### src/rtl/calc_result_unit_if.sv
// -----------------------------------------------------------------------------
// calc_result_unit_if
// Bus between the calculator control FSM / switches and the result unit.
//
// Signal semantics (one place, for the whole bus):
//   - Din/WE/W1 form an operand write. A write lands on a rising clock edge
//     where WE=1 and the unit is not busy; W1 picks opB (1) or opA (0).
//   - Done_in is a level. Its rising edge requests one compute of the
//     operation on MS_in. The request is taken only when the unit is idle.
//     Holding Done_in high keeps the finished result on display. Dropping it
//     ends the display, or aborts a compute that is still running.
//   - valid=1 means bcd/neg/err/ovf are final and stable. busy=1 means a
//     compute or conversion is running; operand writes are dropped then.
//
// Ports (master = FSM side, slave = result unit):
//   Din[DW]  WE  W1  MS_in[4]  Done_in        master -> slave
//   bcd[4*NDIG]  neg  err  ovf  busy  valid   slave  -> master
// -----------------------------------------------------------------------------
interface calc_result_unit_if #(
    parameter int DW   = 8,
    parameter int NDIG = 4
);
    logic [DW-1:0]     Din;
    logic              WE;
    logic              W1;
    logic [3:0]        MS_in;
    logic              Done_in;
    logic [4*NDIG-1:0] bcd;
    logic              neg;
    logic              err;
    logic              ovf;
    logic              busy;
    logic              valid;

    modport master (
        output Din, WE, W1, MS_in, Done_in,
        input  bcd, neg, err, ovf, busy, valid
    );

    modport slave (
        input  Din, WE, W1, MS_in, Done_in,
        output bcd, neg, err, ovf, busy, valid
    );
endinterface

### src/rtl/calc_result_unit.sv
// -----------------------------------------------------------------------------
// calc_result_unit
// Datapath stage that sits after the calculator control FSM. It captures two
// unsigned operands and computes ADD/SUB/MUL/DIV/MOD/AND/OR/XOR. MUL and
// DIV/MOD take one step per cycle. The binary result is converted to NDIG BCD
// digits by a sequential double-dabble, and those digits feed the LED mux.
//
// Ports:
//   CLK        system clock, rising edge
//   clear      asynchronous active-low reset
//   bus        calc_result_unit_if slave modport (operands, op, Done, results)
//   state_dbg  current FSM state, for observation only
// -----------------------------------------------------------------------------
module calc_result_unit #(
    parameter int DW   = 8,
    parameter int NDIG = 4
) (
    input  logic              CLK,
    input  logic              clear,
    calc_result_unit_if.slave bus,
    output logic [2:0]        state_dbg
);
    localparam int RW = 2 * DW;
    localparam int BW = 4 * NDIG;
    localparam int CW = $clog2(RW) + 1;
    localparam logic [CW-1:0] ITER_LAST = CW'(DW - 1);
    localparam logic [CW-1:0] CONV_LAST = CW'(RW - 1);
    localparam logic [RW-1:0] DISP_MAX  = RW'(10**NDIG - 1);

    localparam logic [3:0] OP_ADD = 4'd0;
    localparam logic [3:0] OP_SUB = 4'd1;
    localparam logic [3:0] OP_MUL = 4'd2;
    localparam logic [3:0] OP_DIV = 4'd3;
    localparam logic [3:0] OP_MOD = 4'd4;
    localparam logic [3:0] OP_AND = 4'd5;
    localparam logic [3:0] OP_OR  = 4'd6;
    localparam logic [3:0] OP_XOR = 4'd7;

    typedef enum logic [2:0] {
        S_IDLE = 3'd0,
        S_EXEC = 3'd1,
        S_ITER = 3'd2,
        S_CONV = 3'd3,
        S_HOLD = 3'd4
    } state_t;

    state_t        state_q, state_d;
    logic [3:0]    op_q, op_d;
    logic [DW-1:0] opa_q, opa_d;
    logic [DW-1:0] opb_q, opb_d;
    logic [CW-1:0] cnt_q, cnt_d;
    logic [RW-1:0] acc_q, acc_d;       // product (MUL) or partial remainder (DIV/MOD)
    logic [DW-1:0] work_q, work_d;     // multiplier bits (MUL) or quotient (DIV/MOD)
    logic [RW-1:0] result_q, result_d; // binary result, consumed MSB-first by CONV
    logic [BW-1:0] bcd_acc_q, bcd_acc_d;
    logic [BW-1:0] bcd_q, bcd_d;
    logic          neg_q, neg_d;
    logic          err_q, err_d;
    logic          ovf_q, ovf_d;
    logic          busy_q, busy_d;
    logic          valid_q, valid_d;
    logic          done_q, done_d;

    logic             start;
    logic [RW-1:0]    prod_nxt;
    logic [DW:0]      rem_shift, rem_nxt;
    logic [DW-1:0]    quo_nxt;
    logic [BW-1:0]    adj;
    logic [BW+RW-1:0] shift_v;

    always_comb begin
        state_d   = state_q;
        op_d      = op_q;
        opa_d     = opa_q;
        opb_d     = opb_q;
        cnt_d     = cnt_q;
        acc_d     = acc_q;
        work_d    = work_q;
        result_d  = result_q;
        bcd_acc_d = bcd_acc_q;
        bcd_d     = bcd_q;
        neg_d     = neg_q;
        err_d     = err_q;
        ovf_d     = ovf_q;
        done_d    = bus.Done_in;
        start     = bus.Done_in & ~done_q;

        // One shift-add step: multiplier consumed MSB first.
        prod_nxt = {acc_q[RW-2:0], 1'b0} + (work_q[DW-1] ? RW'(opa_q) : '0);

        // One restoring-division step: dividend bits enter MSB first via work_q.
        rem_shift = {acc_q[DW-1:0], work_q[DW-1]};
        quo_nxt   = {work_q[DW-2:0], 1'b0};
        rem_nxt   = rem_shift;
        if (rem_shift >= {1'b0, opb_q}) begin
            rem_nxt    = rem_shift - {1'b0, opb_q};
            quo_nxt[0] = 1'b1;
        end

        // Double-dabble: add 3 to every digit >= 5, then shift the pair left.
        adj = bcd_acc_q;
        for (int i = 0; i < NDIG; i++) begin
            if (adj[4*i +: 4] >= 4'd5) begin
                adj[4*i +: 4] = adj[4*i +: 4] + 4'd3;
            end
        end
        shift_v = {adj, result_q} << 1;

        if (bus.WE && !busy_q) begin
            if (bus.W1) opb_d = bus.Din;
            else        opa_d = bus.Din;
        end

        if (!bus.Done_in && (state_q == S_EXEC || state_q == S_ITER || state_q == S_CONV)) begin
            state_d = S_IDLE;
        end else begin
            case (state_q)
                S_IDLE: begin
                    if (start) begin
                        state_d = S_EXEC;
                        op_d    = bus.MS_in;
                    end
                end
                S_EXEC: begin
                    neg_d     = 1'b0;
                    err_d     = 1'b0;
                    ovf_d     = 1'b0;
                    cnt_d     = '0;
                    bcd_acc_d = '0;
                    state_d   = S_CONV;
                    case (op_q)
                        OP_ADD: result_d = RW'(opa_q) + RW'(opb_q);
                        OP_SUB: begin
                            if (opa_q < opb_q) begin
                                neg_d    = 1'b1;
                                result_d = RW'(opb_q - opa_q);
                            end else begin
                                result_d = RW'(opa_q - opb_q);
                            end
                        end
                        OP_MUL: begin
                            acc_d   = '0;
                            work_d  = opb_q;
                            state_d = S_ITER;
                        end
                        OP_DIV, OP_MOD: begin
                            if (opb_q == '0) begin
                                err_d   = 1'b1;
                                bcd_d   = '1;
                                state_d = S_HOLD;
                            end else begin
                                acc_d   = '0;
                                work_d  = opa_q;
                                state_d = S_ITER;
                            end
                        end
                        OP_AND:  result_d = RW'(opa_q & opb_q);
                        OP_OR:   result_d = RW'(opa_q | opb_q);
                        OP_XOR:  result_d = RW'(opa_q ^ opb_q);
                        default: result_d = '0;
                    endcase
                end
                S_ITER: begin
                    cnt_d = cnt_q + 1'b1;
                    if (op_q == OP_MUL) begin
                        acc_d  = prod_nxt;
                        work_d = work_q << 1;
                    end else begin
                        acc_d  = RW'(rem_nxt);
                        work_d = quo_nxt;
                    end
                    if (cnt_q == ITER_LAST) begin
                        cnt_d     = '0;
                        bcd_acc_d = '0;
                        state_d   = S_CONV;
                        if (op_q == OP_MUL)      result_d = prod_nxt;
                        else if (op_q == OP_DIV) result_d = RW'(quo_nxt);
                        else                     result_d = RW'(rem_nxt);
                    end
                end
                S_CONV: begin
                    if (cnt_q == '0 && result_q > DISP_MAX) begin
                        ovf_d   = 1'b1;
                        bcd_d   = '1;
                        state_d = S_HOLD;
                    end else begin
                        bcd_acc_d = shift_v[BW+RW-1:RW];
                        result_d  = shift_v[RW-1:0];
                        cnt_d     = cnt_q + 1'b1;
                        if (cnt_q == CONV_LAST) begin
                            bcd_d   = shift_v[BW+RW-1:RW];
                            state_d = S_HOLD;
                        end
                    end
                end
                S_HOLD: begin
                    if (!bus.Done_in) state_d = S_IDLE;
                end
                default: state_d = S_IDLE;
            endcase
        end

        busy_d  = (state_d == S_EXEC) || (state_d == S_ITER) || (state_d == S_CONV);
        valid_d = (state_d == S_HOLD);
    end

    always_ff @(posedge CLK or negedge clear) begin
        if (!clear) begin
            state_q   <= S_IDLE;
            op_q      <= '0;
            opa_q     <= '0;
            opb_q     <= '0;
            cnt_q     <= '0;
            acc_q     <= '0;
            work_q    <= '0;
            result_q  <= '0;
            bcd_acc_q <= '0;
            bcd_q     <= '0;
            neg_q     <= 1'b0;
            err_q     <= 1'b0;
            ovf_q     <= 1'b0;
            busy_q    <= 1'b0;
            valid_q   <= 1'b0;
            done_q    <= 1'b0;
        end else begin
            state_q   <= state_d;
            op_q      <= op_d;
            opa_q     <= opa_d;
            opb_q     <= opb_d;
            cnt_q     <= cnt_d;
            acc_q     <= acc_d;
            work_q    <= work_d;
            result_q  <= result_d;
            bcd_acc_q <= bcd_acc_d;
            bcd_q     <= bcd_d;
            neg_q     <= neg_d;
            err_q     <= err_d;
            ovf_q     <= ovf_d;
            busy_q    <= busy_d;
            valid_q   <= valid_d;
            done_q    <= done_d;
        end
    end

    assign bus.bcd   = bcd_q;
    assign bus.neg   = neg_q;
    assign bus.err   = err_q;
    assign bus.ovf   = ovf_q;
    assign bus.busy  = busy_q;
    assign bus.valid = valid_q;
    assign state_dbg = state_q;
endmodule

### src/flat_wrapper.sv
// flat-port wrapper written by rule: the top's interface ports become plain ports
module calc_result_unit_flat 
#(
    parameter int DW   = 8,
    parameter int NDIG = 4
)
  (CLK, clear, state_dbg, bus_Din, bus_WE, bus_W1, bus_MS_in, bus_Done_in, bus_bcd, bus_neg, bus_err, bus_ovf, bus_busy, bus_valid);
  calc_result_unit_if #(.DW(DW), .NDIG(NDIG)) bus_i ();
  input  logic CLK;
  input  logic clear;
  output logic [2:0] state_dbg;
  input wire logic [$bits(bus_i.Din)-1:0] bus_Din;
  input wire logic [$bits(bus_i.WE)-1:0] bus_WE;
  input wire logic [$bits(bus_i.W1)-1:0] bus_W1;
  input wire logic [$bits(bus_i.MS_in)-1:0] bus_MS_in;
  input wire logic [$bits(bus_i.Done_in)-1:0] bus_Done_in;
  output wire logic [$bits(bus_i.bcd)-1:0] bus_bcd;
  output wire logic [$bits(bus_i.neg)-1:0] bus_neg;
  output wire logic [$bits(bus_i.err)-1:0] bus_err;
  output wire logic [$bits(bus_i.ovf)-1:0] bus_ovf;
  output wire logic [$bits(bus_i.busy)-1:0] bus_busy;
  output wire logic [$bits(bus_i.valid)-1:0] bus_valid;
  assign bus_i.Din = bus_Din;
  assign bus_i.WE = bus_WE;
  assign bus_i.W1 = bus_W1;
  assign bus_i.MS_in = bus_MS_in;
  assign bus_i.Done_in = bus_Done_in;
  assign bus_bcd = bus_i.bcd;
  assign bus_neg = bus_i.neg;
  assign bus_err = bus_i.err;
  assign bus_ovf = bus_i.ovf;
  assign bus_busy = bus_i.busy;
  assign bus_valid = bus_i.valid;
  calc_result_unit #(.DW(DW), .NDIG(NDIG)) u_core (.CLK(CLK), .clear(clear), .bus(bus_i), .state_dbg(state_dbg));
endmodule
### config.mk
export PLATFORM = sky130hd
export DESIGN_NAME = calc_result_unit_flat
export DESIGN_NICKNAME = d
export VERILOG_FILES = /design/src/rtl/calc_result_unit_if.sv /design/src/rtl/calc_result_unit.sv /design/src/flat_wrapper.sv
export SDC_FILE = /design/constraint.sdc
export NUM_CORES = 1
export LEC_CHECK = 0
export BUFFER_PORTS_ARGS = -buffer_cell sky130_fd_sc_hd__buf_4
export CAP_MARGIN = 40
export CELL_PAD_IN_SITES_DETAIL_PLACEMENT = 1
export CELL_PAD_IN_SITES_GLOBAL_PLACEMENT = 2
export CORE_UTILIZATION = 36
export CTS_BUF_LIST = sky130_fd_sc_hd__clkbuf_8
export CTS_CLUSTER_SIZE = 25
export DETAILED_ROUTE_END_ITERATION = 16
export GPL_ROUTABILITY_DRIVEN = 0
export PLACE_DENSITY_LB_ADDON = 0.1
export SYNTH_ARGS = -nofsm -noshare
export SYNTH_HDL_FRONTEND = slang
export SYNTH_SLANG_ARGS = --single-unit
### constraint.sdc
create_clock -name CLK -period 2.7 [get_ports CLK]
set_input_delay 0.405 -clock CLK [delete_from_list [all_inputs] [get_ports CLK]]
set_output_delay 0.405 -clock CLK [all_outputs]
set_load 0.05 [all_outputs]
==> impl_results.md <==
* Status: finished with violations
* Failing checks: hold timing, setup timing
* Num rows at 53
* Initial antenna violation count at 0
* Synth cell types at between 80 and 90
* H-tree depth at 3
* Worst setup margin at -0.0684 ns
* Top-level port count at 41
* Static Leak at ~4.4 nW
* Worst-skew pair later-pin latency at roughly 0.41 ns
* Pint at around 6.6 mW
* Met3 wire len at 964 um
* CTS Sinks at 105
* Fmax at 0.361 GHz
* WHS at -0.0143 ns
* Final Setup Violations at 2
* Post-layout util at a little under half
* Post-DP HPWL at 20800 um
* Peak supply drop at 533 uV
* Layout area overhead at 26.0%
* Mapped cell area at 7840 um^2
* Drt wl/cell at approximately 21 um
* Detail Route Antenna Nets at 0
* Max Buffers Root-to-Sink at 2
* Final setup TNS at -0.0684 ns
* Critical path's largest stage delay at 0.44 ns
* Power per Cell Area at between 1000 and 1500 nW/um^2
* DIE HEIGHT at 150 um
* Switching Share at between 40% and 50%
* Hold Crit Class: in2async
* Clock transition at the registers of the reported paths at 0.12 ns
* Ys flop type: dfrtp_1
* Vias in the first global route at 7645
* Share of cells above drive strength 1 at 30.3%
* Worst Setup SP: u_core.opb_q[1]
* GRT Util Overall at 24.5%
* Syn_area_per_cell at about 8.8 um^2
* Largest net degree at the start of global routing at 49
* DRC Markers at 0
* R2R Path Start: u_core.opb_q[1]
* Ys async rst share at 100%
* First-pass GRT wire length at 42000 um
* WL met1 at 12000 um
* Startpoint Class: flop
* Post-layout min period at 2.77 ns
* Worst Path Max Fanout at 5
* Hold_buf cts at 0
* Total Routed Length at between 20000 and 30000 um
* Fillers at about 2500
* Comb pwr share at 71.6%
* Cts bufs inserted at 9
* Synth Instances at approximately 890
* Clock network power share at 8.5%
* Max-Slew Margin vs Limit at 57.8%
* Port Buffers at 40
* Core area at 21200 um^2
* Post-route clock skew at 0.0194 ns
* RSZ-0062 raised after global routing: yes
* Vias per Instance at roughly 5.6
* Reg power frac at roughly a fifth
* Final worst path period share at 103%
* WP data required at about 3 ns
* NetSw at 6.61 mW
* Sequential area share after synthesis at 33.5%
* Highest-delay cell along the critical path: dfrtp_2
* Seq cells post-synth at 105
* Total grt overflow at 0
* CTS tree: done
* Routed wl met2 at 13700 um
* Max-cap violations at 0
* Crit. End Element: flop
* Endpoints failing hold at 1
* Mapped Nets at 968
* Drt first pass iters at 4
* WP data arrival at around 3.1 ns
* Nets@finish at 1099
* Die area at 22400 um^2
* Vias at 7291
* CTS root buf: clkbuf_8
* Initial DRC Count at just under 400
* Initial Utilization at a little under two fifths
* Antenna cells at 0
* Worst-margin pin slew at 0.632 ns
* Die X-Extent at 150 um
* Crit-path cells: inv_4 > buf_12 > ha_4 > nor3_2 > o311ai_4 > nand3b_4 > mux2i_2 > a221oi_2 > mux2i_1 > a21oi_2 > o32a_1
* EDFF count, synth at 0
* Final Max Slew Viols at 0
* DR top layer: met4
* Critical setup path kind: reg2reg
* YS warnings at 0
==> metrics by stage <==
step / cell area (um^2) / hold slack [ns] / std cells / worst slack, ns / power [mW]
floorplan: 7840 / 0.109 / 888 / 0.0595 / 7.72
global placement: 9110 / 0.454 / 1268 / -0.111 / 10.8
detailed placement: 9110 / 0.464 / 1268 / -0.215 / 11.0
CTS: 9440 / 0.00290 / 1285 / -0.0221 / 12.4
global route: 9880 / 0.0262 / 1299 / -0.161 / 14.1
finish: 9880 / -0.0143 / 1299 / -0.0684 / 13.2
==> worst paths after layout <==
path / slack [ns] / endpoint / depth (start not counted)
worst min register to register: 0.49 / u_core.bus.bcd[8] / 1
worst max-delay path: -0.07 / u_core.result_q[6] / 11
max in group asynchronous: 2.03 / u_core.bcd_acc_q[12] / 2
worst min-delay path: -0.01 / u_core.result_q[14] / 1
worst max register to register: -0.07 / u_core.result_q[6] / 11
min in group CLK: 0.13 / u_core.done_q / 1
==> cells in the mapped netlist (14+ instances only) <==
| library cell | instances | share of area, % |
|---|---|---|
| dfrtp_1 | 105 | 34 |
| nand2_1 | 92 | 4.4 |
| nor2_1 | 77 | 3.7 |
| o21ai_0 | 69 | 4.4 |
| ha_1 | 58 | 9.3 |
| a21oi_1 | 54 | 3.4 |
| inv_1 | 42 | 2.0 |
| mux2_2 | 29 | 4.2 |
| clkbuf_1 | 24 | 1.1 |
| a21o_1 | 23 | 2.2 |
| nor2b_1 | 22 | 1.8 |
| mux2i_1 | 21 | 2.7 |
| a211oi_1 | 15 | 1.4 |
| nor3_1 | 15 | 0.96 |
| a31oi_1 | 14 | 1.1 |
| o31ai_1 | 14 | 1.3 |
==> power by group through the flow <==
stage	Sequential, mW	Combinational, mW	Clock, mW
2_1_floorplan	3.07	4.64	0
3_3_place_gp	2.58	8.17	0
3_5_place_dp	2.61	8.38	0
4_1_cts	2.59	8.62	1.17
5_1_grt	2.70	10.2	1.22
6_report	2.63	9.48	1.13
==> cell families (layout without fill, tap and decap cells) <==
family,after synthesis,after routing,share of synthesized area [%]
xor+xnor,26,26,2.90
flops,105,105,33.5
simple gates,283,283,17.9
fa+ha+maj,63,63,10.5
mux,52,52,7.18
buf+inv,89,225,5.20
compound gates,270,270,22.8
==> layout by cell type, fill, tap and decap left out, drive strengths merged, types with 6 or more instances in the layout <==
cell,Yosys,final
mux2i,21,21
buf,19,165
nor2,79,79
a21oi,58,58
mux2,31,31
a211oi,15,15
nand3,12,12
nor2b,22,22
ha,58,58
and2,8,8
o31ai,15,15
xnor2,13,13
nor3b,12,12
nand2b,10,10
inv,43,47
a21o,24,24
dfrtp,105,105
a31oi,14,14
clkbuf,26,9
o21a,6,6
nor3,18,18
xor2,13,13
o21ai,78,78
o21bai,11,11
nand2,92,92
==> layout make-up <==
cell class                      count  area (um^2)  area share (%)
Tap cell                          275          344            3.48
Timing Repair Buffer              165         1310            13.2
Clock buffer                        9          124            1.25
Clock inverter                      7         95.1           0.963
Multi-Input combinational cell    694         5210            52.7
Inverter                           44          175            1.77
Sequential cell                   105         2630            26.6
==> metal layers <==
layer	vias up	global-route usage [%]
met3	45	3.60
met5	-	0
met4	0	8.72
met1	3675	30.7
met2	148	42.4
li1	3423	-
==> state kept, by name (all words and copies together), names as in the netlist <==
name              flops
u_core.bus.err        1
u_core.acc_q         15
u_core.done_q         1
u_core.bus.valid      1
u_core.state_dbg      3
u_core.bus.bcd       16
u_core.cnt_q          5
u_core.opb_q          8
u_core.result_q      16
u_core.bus.busy       1
u_core.bcd_acc_q     16
u_core.opa_q          8
u_core.bus.neg        1
u_core.bus.ovf        1
u_core.work_q         8
u_core.op_q           4
==> critical path: cells and delay by family (launching register included) <==
family                   cells  cell delay [ns]
buffers and inverters        2             0.20
AO/OA/AOI/OAI                4             0.94
multiplexers                 2             0.38
flip-flops                   1             0.44
adder cells (fa/ha/maj)      1             0.20
AND/OR/NAND/NOR              2             0.49
==> timing repair <==
item | in CTS | in global routing
buffers inserted | 1 | 14
resized for setup | 28 | 80
setup endpoints to repair | 20 | 27
pin swaps | 4 | 29
gates cloned | 0 | 1
Note: power is estimated with default switching activity, not from simulation.
